File: src/rtl/sad_search_ctrl.sv
// Full-search motion-estimation sequencer: walks the candidate grid in raster order,
// drives the SAD engine one candidate at a time and publishes the minimum SAD and its position.
module sad_search_ctrl #(
    parameter int SEARCH_W = 8,
    parameter int SEARCH_H = 8,
    parameter int X_W      = 4,
    parameter int Y_W      = 4,
    parameter int SAD_W    = 32
) (
    input  logic             clk,
    input  logic             rst,
    input  logic             start,
    input  logic             abort,
    output logic             sad_go,
    output logic [X_W-1:0]   cand_x,
    output logic [Y_W-1:0]   cand_y,
    input  logic             sad_done,
    input  logic [SAD_W-1:0] sad_value,
    output logic             busy,
    output logic             done,
    output logic [SAD_W-1:0] best_sad,
    output logic [X_W-1:0]   best_x,
    output logic [Y_W-1:0]   best_y
);

    typedef enum logic [2:0] {
        IDLE   = 3'd0,
        ISSUE  = 3'd1,
        WAIT   = 3'd2,
        CMP    = 3'd3,
        FINISH = 3'd4
    } state_t;

    localparam logic [X_W-1:0]   LAST_X  = X_W'(SEARCH_W - 1);
    localparam logic [Y_W-1:0]   LAST_Y  = Y_W'(SEARCH_H - 1);
    localparam logic [SAD_W-1:0] SAD_MAX = {SAD_W{1'b1}};

    state_t           state_r;
    logic [SAD_W-1:0] cap_r;
    logic [SAD_W-1:0] run_min_r;
    logic [X_W-1:0]   run_x_r;
    logic [Y_W-1:0]   run_y_r;

    logic [SAD_W-1:0] cmp_min_s;
    logic [X_W-1:0]   cmp_x_s;
    logic [Y_W-1:0]   cmp_y_s;
    logic             last_x_s;
    logic             last_y_s;

    // Running minimum after folding in the captured SAD; strict compare keeps the earlier tie
    always_comb begin
        cmp_min_s = run_min_r;
        cmp_x_s   = run_x_r;
        cmp_y_s   = run_y_r;
        if (cap_r < run_min_r) begin
            cmp_min_s = cap_r;
            cmp_x_s   = cand_x;
            cmp_y_s   = cand_y;
        end else begin
            cmp_min_s = run_min_r;
            cmp_x_s   = run_x_r;
            cmp_y_s   = run_y_r;
        end
        last_x_s = (cand_x == LAST_X);
        last_y_s = (cand_y == LAST_Y);
    end

    // Search sequencer with all outputs registered
    always_ff @(posedge clk or negedge rst) begin
        if (!rst) begin
            state_r   <= IDLE;
            sad_go    <= 1'b0;
            busy      <= 1'b0;
            done      <= 1'b0;
            cand_x    <= {X_W{1'b0}};
            cand_y    <= {Y_W{1'b0}};
            best_sad  <= SAD_MAX;
            best_x    <= {X_W{1'b0}};
            best_y    <= {Y_W{1'b0}};
            cap_r     <= {SAD_W{1'b0}};
            run_min_r <= SAD_MAX;
            run_x_r   <= {X_W{1'b0}};
            run_y_r   <= {Y_W{1'b0}};
        end else begin
            sad_go <= 1'b0;
            done   <= 1'b0;
            case (state_r)
                IDLE: begin
                    if (start) begin
                        state_r   <= ISSUE;
                        sad_go    <= 1'b1;
                        busy      <= 1'b1;
                        cand_x    <= {X_W{1'b0}};
                        cand_y    <= {Y_W{1'b0}};
                        run_min_r <= SAD_MAX;
                        run_x_r   <= {X_W{1'b0}};
                        run_y_r   <= {Y_W{1'b0}};
                    end else begin
                        state_r <= IDLE;
                    end
                end
                ISSUE: begin
                    if (abort) begin
                        state_r <= IDLE;
                        busy    <= 1'b0;
                    end else begin
                        state_r <= WAIT;
                    end
                end
                WAIT: begin
                    if (abort) begin
                        state_r <= IDLE;
                        busy    <= 1'b0;
                    end else if (sad_done) begin
                        cap_r   <= sad_value;
                        state_r <= CMP;
                    end else begin
                        state_r <= WAIT;
                    end
                end
                CMP: begin
                    if (abort) begin
                        state_r <= IDLE;
                        busy    <= 1'b0;
                    end else begin
                        run_min_r <= cmp_min_s;
                        run_x_r   <= cmp_x_s;
                        run_y_r   <= cmp_y_s;
                        if (last_x_s && last_y_s) begin
                            // Load best_* from the just-folded minimum so they are valid with done
                            state_r  <= FINISH;
                            busy     <= 1'b0;
                            done     <= 1'b1;
                            best_sad <= cmp_min_s;
                            best_x   <= cmp_x_s;
                            best_y   <= cmp_y_s;
                        end else if (last_x_s) begin
                            state_r <= ISSUE;
                            sad_go  <= 1'b1;
                            cand_x  <= {X_W{1'b0}};
                            cand_y  <= cand_y + 1'b1;
                        end else begin
                            state_r <= ISSUE;
                            sad_go  <= 1'b1;
                            cand_x  <= cand_x + 1'b1;
                        end
                    end
                end
                FINISH: begin
                    state_r <= IDLE;
                end
                default: begin
                    state_r <= IDLE;
                    busy    <= 1'b0;
                end
            endcase
        end
    end

endmodule

File: config.mk
export PLATFORM = sky130hd
export DESIGN_NAME = sad_search_ctrl
export DESIGN_NICKNAME = d
export VERILOG_FILES = /design/src/rtl/sad_search_ctrl.sv
export SDC_FILE = /design/constraint.sdc
export NUM_CORES = 1
export LEC_CHECK = 0
export CAP_MARGIN = 30
export CORE_MARGIN = 1
export CORE_UTILIZATION = 59
export DETAILED_ROUTE_END_ITERATION = 7
export GPL_ROUTABILITY_DRIVEN = 0
export PLACE_DENSITY = 0.94
export SLEW_MARGIN = 20
export SYNTH_ARGS = -nofsm -noshare
export SYNTH_HDL_FRONTEND = slang
export SYNTH_SLANG_ARGS = --single-unit
File: constraint.sdc
create_clock -name clk -period 5.4 [get_ports clk]
set_input_delay 0.81 -clock clk [delete_from_list [all_inputs] [get_ports clk]]
set_output_delay 0.81 -clock clk [all_outputs]
set_load 0.01 [all_outputs]
After elaboration in Yosys (flattened, before gate mapping)
Cells that the tools add are included.
- register bits after elaboration: 126
- latch bits: 0
- RAM bits: 0
- ROM bits: 0
- input bits: 37
- output and inout bits: 51
- logic and storage cells: 78
- memories: 0
- add/subtract/negate cells: 2
- multiply operators: 0
- divide/modulo/power cells: 0
- $lt $le $gt $ge: 1
- eq/ne operators: 12
- shifts and indexed selects: 0
- muxes and demuxes: 38
- bitwise gates (word level): 2
- reduce and logical (&&, ||, !) cells: 10
- operators with widths (operator ; number):
    $mux W32 ; 3
    $pmux W32 S2 ; 1
    $mux W4 ; 11
    $lt A32 B32 Y1 ; 1
    $pmux W4 S2 ; 4
    $mux W1 ; 12
    $pmux W3 S4 ; 1
    $reduce_and A3 Y1 ; 3
    $add A4 B1 Y4 const B ; 2
    $eq A4 B3 Y1 const B ; 2
    $ne A2 B2 Y1 const B ; 4
    $reduce_and A4 Y1 ; 2
    $eq A3 B2 Y1 const B ; 2
    $mux W3 ; 2
    $reduce_and A5 Y1 ; 1
    $mux W2 ; 2
    $pmux W1 S4 ; 1
    $eq A3 B1 Y1 const B ; 1
    $eq A3 B3 Y1 const B ; 1
    $logic_not A3 Y1 ; 1
    $ne A3 B3 Y1 const B ; 1
    $ne A2 B1 Y1 const B ; 1
    $not A1 Y1 ; 2
    $pmux W1 S2 ; 1
    other kinds (3) ; 3

Depth between registers and ports, before layout
Gate-level depths: netlist of the first run.
- word-level depth: 5
- gate-level depth with buffers: 11
- gate-level depth less buffers: 9

Least setup slack after synthesis of the first run
Ideal clock, no wire load.
- kind: register to register
- start point: register run_min_r[25]
- end point: register best_x[0]
- arrival: 2.336 ns
- data required time: 5.263 ns
- setup slack: 2.927 ns
- cell stages (with the launch flop): 12
- buffers on the path: 2
- cell sequence: dfstp_2 > inv_1 > ha_1 > a21o_1 > a221o_1 > a221oi_1 > o21ai_0 > a21o_1 > clkbuf_1 > buf_2 > mux2i_1 > a21oi_1
- word-level cells in the longest chain between the ends: 2
- ends and longest elaborated chain (element ; line ; text):
    start, declared ; 40 ; logic [SAD_W-1:0] run_min_r;
    start signal, assigned ; 126 ; run_min_r <= cmp_min_s;
    $lt A32 B32 Y1 ; 55 ; if (cap_r < run_min_r) begin
    $mux W4 ; 55 ;
    end signal, assigned ; 78 ; best_x <= {X_W{1'b0}};
    end signal, assigned ; 135 ; best_x <= cmp_x_s;
    end, declared ; 22 ; output logic [X_W-1:0] best_x,
No other way between the ends.
A chain may end at the register's enable or synchronous reset.

Worst setup path after layout of the first run
- start point: register run_min_r[27]
- end point: register run_x_r[1]
- word-level cells in the longest chain between the ends: 4
- ends and longest elaborated chain (element ; line ; text):
    $lt A32 B32 Y1 ; 55 ;
    $mux W4 ; 55 ;
    $mux W4 ; 122 ; if (abort) begin
    $pmux W4 S2 ; 87 ; case (state_r)
    end signal, assigned ; 82 ; run_x_r <= {X_W{1'b0}};
    end signal, assigned ; 96 ; run_x_r <= {X_W{1'b0}};
    end signal, assigned ; 127 ; run_x_r <= cmp_x_s;
    end, declared ; 41 ; logic [X_W-1:0] run_x_r;
No other way between the ends. The select of a mux whose other input is x is not followed.

==> results of run 1 <==
## registers in the layout, summed over array words and instances, names as in the netlist
signal     flops
best_sad      32
cap_r         32
run_min_r     32
best_x         4
best_y         4
cand_x         4
cand_y         4
run_x_r        4
run_y_r        4
state_r        3
busy           1
done           1
sad_go         1
## cell families after synthesis
family          after synthesis  share of synthesized area (%)
flops                       126                           53.6
simple gates                176                           12.2
fa+ha+maj                    33                           6.85
buf+inv                      65                           4.25
xor+xnor                      3                          0.436
compound gates              115                           10.7
mux                          68                           12.0
## per-layer routing
layer | track usage, % | wire [um] | up-vias
met3 | 6.64 | 866 | 44
met2 | 50.4 | 7410 | 198
met1 | 34.8 | 5630 | 2307
met5 | 0 | 0 | -
met4 | 15.1 | 440 | 0
li1 | - | - | 2170
## report_power, final
part	internal (mW)	leakage (nW)	switching (mW)
clock	0.870	0.325	0.434
combinational	0.502	1.72	0.597
sequential	1.27	1.47	0.263
total	2.65	3.51	1.29
## final timing paths
| path | from | slack, ns | cells past startpoint | to |
|---|---|---|---|---|
| worst max register to register | run_min_r[27] | 2.48 | 10 | run_x_r[1] |
| worst min register to register | best_x[2] | 0.48 | 1 | best_x[2] |
| max in group asynchronous | rst | 4.31 | 2 | cap_r[21] |
| worst min-delay path | rst | 0.18 | 1 | cap_r[5] |
| worst max-delay path | run_min_r[27] | 2.48 | 10 | run_x_r[1] |
| min in group clk | best_x[2] | 0.48 | 1 | best_x[2] |
## final cells by class
cell class / count / area, um2 / area share (%)
Clock inverter: 13 / 235 / 3.04
Tap cell: 133 / 166 / 2.15
Inverter: 36 / 135 / 1.75
Clock buffer: 19 / 442 / 5.71
Timing Repair Buffer: 95 / 965 / 12.5
Multi-Input combinational cell: 395 / 2550 / 33.0
Sequential cell: 126 / 3230 / 41.8
## cells in the final DEF, fill, tap and decap left out, types with 2 or more instances in the layout
| cell | count |
|---|---|
| clkdlybuf4s50_1 | 86 |
| nor2_1 | 79 |
| nand2_1 | 70 |
| dfstp_2 | 64 |
| dfrtp_1 | 62 |
| a21oi_1 | 45 |
| o21ai_0 | 44 |
| mux2i_1 | 36 |
| inv_1 | 35 |
| ha_1 | 33 |
| mux2_2 | 32 |
| clkbuf_16 | 16 |
| nand3_1 | 8 |
| o21ai_1 | 6 |
| bufinv_16 | 6 |
| buf_4 | 6 |
| and4_1 | 5 |
| a21o_1 | 5 |
| nor3_1 | 3 |
| a221oi_1 | 3 |
| o31ai_1 | 3 |
| clkbuf_8 | 3 |
| clkinv_4 | 3 |
| and2_1 | 2 |
| nand4_1 | 2 |
| nand2b_1 | 2 |
| a211oi_1 | 2 |
| xor2_1 | 2 |
| clkinvlp_4 | 2 |
## worst max-delay path, cell delays in order, from the launching register on
cell	delay [ns]
dfstp_2	0.55
inv_1	0.04
ha_1	0.29
and2_0	0.18
a221o_1	0.30
a221oi_1	0.22
o21ai_0	0.24
a211oi_4	0.27
buf_4	0.43
nand2_1	0.17
o21ai_0	0.13
## per-stage QoR
stage / power, mW / utilization (%) / hold slack (ns) / area, um2 / setup WS, ns
4_1_cts: 3.93 / 78.5 / 0.452 / 7700 / 2.52
6_report: 3.94 / 78.7 / 0.181 / 7730 / 2.48
3_3_place_gp: 2.48 / 71.2 / 0.456 / 6990 / 2.19
3_5_place_dp: 2.59 / 71.6 / 0.457 / 7030 / 2.20
2_1_floorplan: 2.23 / - / 0.467 / 6030 / 2.93
5_1_grt: 4.15 / 78.7 / 0.189 / 7730 / 2.32
==> summary.txt, run 1 <==
Status
  – Outcome: completed

Cells and area
  – Post-Layout Cell Count: about 800
  – Area grow syn2layout: 28.2%
  – Filler instances: around 600
  – N_diodes: 0
  – Share of post-route cells with drive strength above 1: 20.5%
  – Post-layout nets: approximately 740

Floorplanning
  – Die extent in y: just over 100 um
  – Core area: a little under 10000 um2
  – Ports: 88
  – Site row count: 36
  – Starting density of the core: slightly above 60%
  – Die Wd: between 100 and 150 um
  – Die footprint: between 10000 and 15000 um2

Clock network
  – CTS Root Cell: clkbuf_8
  – # H-tree levels: 4
  – CTS tree: yes
  – Post-CTS Setup Inserts: 0
  – CTS max path bufs: 2
  – Number of hold buffers added after CTS: 0
  – Worst-skew pair later-pin latency: roughly 0.54 ns
  – Total CTS buffers: 17
  – Cts repair resizes: 0
  – Clock sinks: between 100 and 150
  – Clock-pin slew on the worst setup and hold paths: about 0.070 ns

Critical path
  – WS Path Type: flop to flop
  – Critical path data required time: 5.85 ns
  – Startpoint Class: flop
  – Critical Path AT: between 3 and 4 ns
  – Worst Setup End Kind: flop
  – Worst-path maximum fanout: 44

Routing
  – Drt initial violations: 290
  – DRC violations left: 0
  – Final WL: between 10000 and 15000 um
  – Post-route ant nets: 0
  – Vias per Instance: ~5.8
  – Routed wire per std cell: approximately 18 um
  – Routed via count: 4719
  – TritonRoute pass-1 iters: 8

Global route
  – Global-route wire length before repair: ~23000 um
  – Grt total ovfl: 0
  – GRT Total Usage: 29.4%
  – Largest net degree at the start of global routing: 80
  – Initial antenna violation count: 0
  – Vias in the first global route: 4969

Timing
  – F_max: roughly 340 MHz
  – Final setup viols: 0
  – Max-slew violation count: 0
  – Slew HR: about 45%
  – TNS Setup: 0 ns
  – RSZ-0062 raised after global routing: false
  – Period utilization: a little over half
  – Fin. Hold Viols: 0
  – Final Critical Period: 2.92 ns
  – Worst-case clock skew: a little over 0.01 ns
  – Worst Max-Slew Pin Slew: between 0.8 and 0.9 ns

Yosys
  – Cell with the most instances after synthesis: nor2_1
  – Synth Flop Type: dfstp_2
  – Number of synthesized flops with an enable pin: 0
  – Cells after Synth: around 590
  – Avg Cell Area, Syn: 10.3 um2
  – Net Count, Synth: about 660
  – Synthesized cell area: 6030 um2
  – Synth area leaders: dfstp_2 (28%), dfrtp_1 (26%), ha_1 (6.8%)
  – Top-area cell type share of the netlist area: between 20% and 30%
  – Library cells used by synthesis: 38
  – Sequential fraction of the synthesis area: between 50 and 60%
  – #FFs+latches synth: about 130
  – Commonest cells post-synth: nor2_1 (79), nand2_1 (70), dfstp_2 (64)
  – Fraction of registers with async set/reset: 100%
  – Yosys warns: 0
  – Area leader, netlist: dfstp_2

Run
  – Maximum capacitance violations: 0

Pwr
  – Pleak: approximately 3.5 nW
  – Peak supply drop: ~0.27 mV
  – Pwr Density: 510 nW/um2

Hold path
  – Hold Path Class: input port to asynchronous set/reset pin

Placement
  – PortBufs: 87
  – Dpl cells: between 700 and 800
  – DP Wirelength: ~9000 um
No activity file was read; power rests on OpenSTA's default activity.
==> run 2: changes to the inputs <==
CORE_UTILIZATION = 49   (was 59)
PLACE_DENSITY = 0.84   (was 0.94)
clock period = 2.5 ns   (was 5.4 ns; I/O delays follow)
==> summary.txt, run 2 (synthesis results as in run 1) <==
Status
  – Outcome: finished, violations left
  – Violated checks: setup timing

Cells and area
  – Post-Layout Cell Count: 859
  – Share of post-route cells with drive strength above 1: 26.3%
  – Multi-input logic area: between 2000 and 3000 um2
  – Post-layout nets: 769
  – N_diodes: 0
  – Commonest non-fill, non-tap cells in the layout: clkdlybuf4s50_1 (86), nor2_1 (79), nand2_1 (70), dfstp_2 (64), dfrtp_1 (62)
  – Final Cell Area: roughly 8100 um2
  – Leading cell type in the layout, fill and taps excluded: clkdlybuf4s50_1
  – Top Registers: best_sad (32), cap_r (32), run_min_r (32)
  – FF/Latch Area: 3230 um2
  – Filler instances: about 870
  – Area grow syn2layout: 33.9%

Global route
  – Largest net degree at the start of global routing: between 60 and 70
  – Global-route wire length before repair: roughly 23000 um
  – Initial antenna violation count: 0
  – GRT Total Usage: around 23%
  – Grt total ovfl: 0
  – Vias in the first global route: slightly below 5k

Critical path
  – Slowest CP cell: dfstp_2
  – Startpoint Class: flop
  – Worst-path cell chain: inv_2 > ha_4 > a21o_1 > a221o_1 > a221oi_2 > o21ai_2 > a21o_4 > buf_12 > mux2i_1 > a21oi_1
  – Worst-path maximum fanout: 10
  – Critical Path AT: 2.86 ns
  – Crit-path leading delay family: compound AO/OA/AOI/OAI gates
  – Largest stage delay, worst path: 0.54 ns
  – Critical path data required time: about 2.8 ns
  – Worst Setup End Kind: flop
  – WS Path Type: flop to flop
  – WP buf/inv: 2

Routing
  – Routed via count: about 4.7k
  – TritonRoute pass-1 iters: 5
  – Final WL: around 14000 um
  – Routed wire per std cell: about 16 um
  – Post-route ant nets: 0
  – Vias per Instance: 5.51
  – Drt initial violations: about 260
  – DRC violations left: 0

Clock network
  – # H-tree levels: 4
  – CTS tree: yes
  – CTS Root Cell: clkbuf_16
  – Clock sinks: approximately 130
  – Worst-skew pair later-pin latency: about 0.42 ns
  – Clock-pin slew on the worst setup and hold paths: around 0.06 ns
  – Total CTS buffers: 17
  – CTS max path bufs: 2

Run
  – Maximum capacitance violations: 0

Placement
  – Dpl cells: just over 800
  – DP Wirelength: just under 9000 um
  – DP Area: ~7000 um2
  – PortBufs: just under 90

Timing
  – Period utilization: 101%
  – Final setup margin: -0.0313 ns
  – RSZ-0062 raised after global routing: true
  – Fin. Hold Viols: 0
  – Max-slew violation count: 0
  – Final Critical Period: ~2.5 ns
  – Final setup viols: 15
  – Worst-case clock skew: about 0.0073 ns
  – Slew HR: 66.0%
  – Worst Max-Slew Pin Slew: just over 0.5 ns
  – F_max: between 300 and 400 MHz

Pwr
  – Pleak: ~3.6 nW
  – Design Power: around 8.6 mW
  – Pwr Density: 1070 nW/um2
  – Peak supply drop: ~0.55 mV

Hold path
  – Hold Path Class: input port to asynchronous set/reset pin

Floorplanning
  – Starting density of the core: about half
  – Site row count: 40
  – Die footprint: between 10000 and 15000 um2
  – Die extent in y: roughly 110 um
  – Core area: 12000 um2
  – Ports: 88
  – Die Wd: between 100 and 150 um
==> run 2: cell count changes in the layout (fill, tap and decap cells not counted), moves of 5 or more <==
cell | previous run | this run
buf_12 | 1 | 6
buf_4 | 6 | 23
clkinv_2 | 1 | 7
o21ai_0 | 44 | 17
o21ai_1 | 6 | 28
o21ai_2 | 0 | 5
==> run 2: what timing repair did <==
action,in CTS,in global routing
pin swaps,11,23
gates resized for setup,26,41
hold buffers,1,0
setup endpoints to repair,80,80
gates cloned,3,1
setup buffers,1,3
hold endpoints to repair,19,0
==> run 2: final timing paths <==
check                                to  slack [ns]  depth (start not counted)           from
max                         best_sad[5]       -0.03                         10  run_min_r[25]
min                              sad_go        0.47                          2            rst
max reg2reg                 best_sad[5]       -0.03                         10  run_min_r[25]
min reg2reg                   best_y[3]        0.47                          2      best_y[3]
max in group asynchronous  best_sad[14]        1.23                          3            rst
min in group clk              best_y[3]        0.47                          2      best_y[3]
==> run 2: power breakdown <==
group | internal (mW) | switching, mW | total, mW
Combinational | 1.50 | 1.43 | 2.93
Clock | 1.51 | 0.882 | 2.39
Sequential | 2.75 | 0.562 | 3.31
==> run 2: layout make-up <==
class | count | area share, %
clock inverters | 12 | 1.47
multi-input cells | 395 | 32.9
repair buffers | 123 | 16.0
flip-flops and latches | 126 | 40.0
clock buffers | 20 | 5.66
well taps | 147 | 2.28
inverters | 36 | 1.67
==> run 2: metrics by stage <==
stage / setup TNS [ns] / worst slack, ns / utilization [%] / hold WS [ns]
CTS: 0 / 0.00156 / 66.3 / 0.475
global route: -3.48 / -0.134 / 67.2 / 0.503
global placement: -3.91 / -0.0888 / 60.0 / 0.376
finish: -0.161 / -0.0313 / 67.2 / 0.473
detailed placement: -10.99 / -0.193 / 60.0 / 0.379
floorplan: 0 / 0.0274 / - / 0.0794
==> run 2: metal layers <==
layer,GRT usage (%),vias to the layer above,wire length (um)
li1,-,2220,-
met1,29.4,2342,6010
met2,39.1,142,7120
met3,4.71,26,723
met4,9.47,0,307
met5,0,-,0
==> run 3: changes to the inputs <==
CTS_CLUSTER_SIZE = 12   (was default)
==> results of run 3 <==
The final DEF is identical to that of run 2; final timing and power are the same.
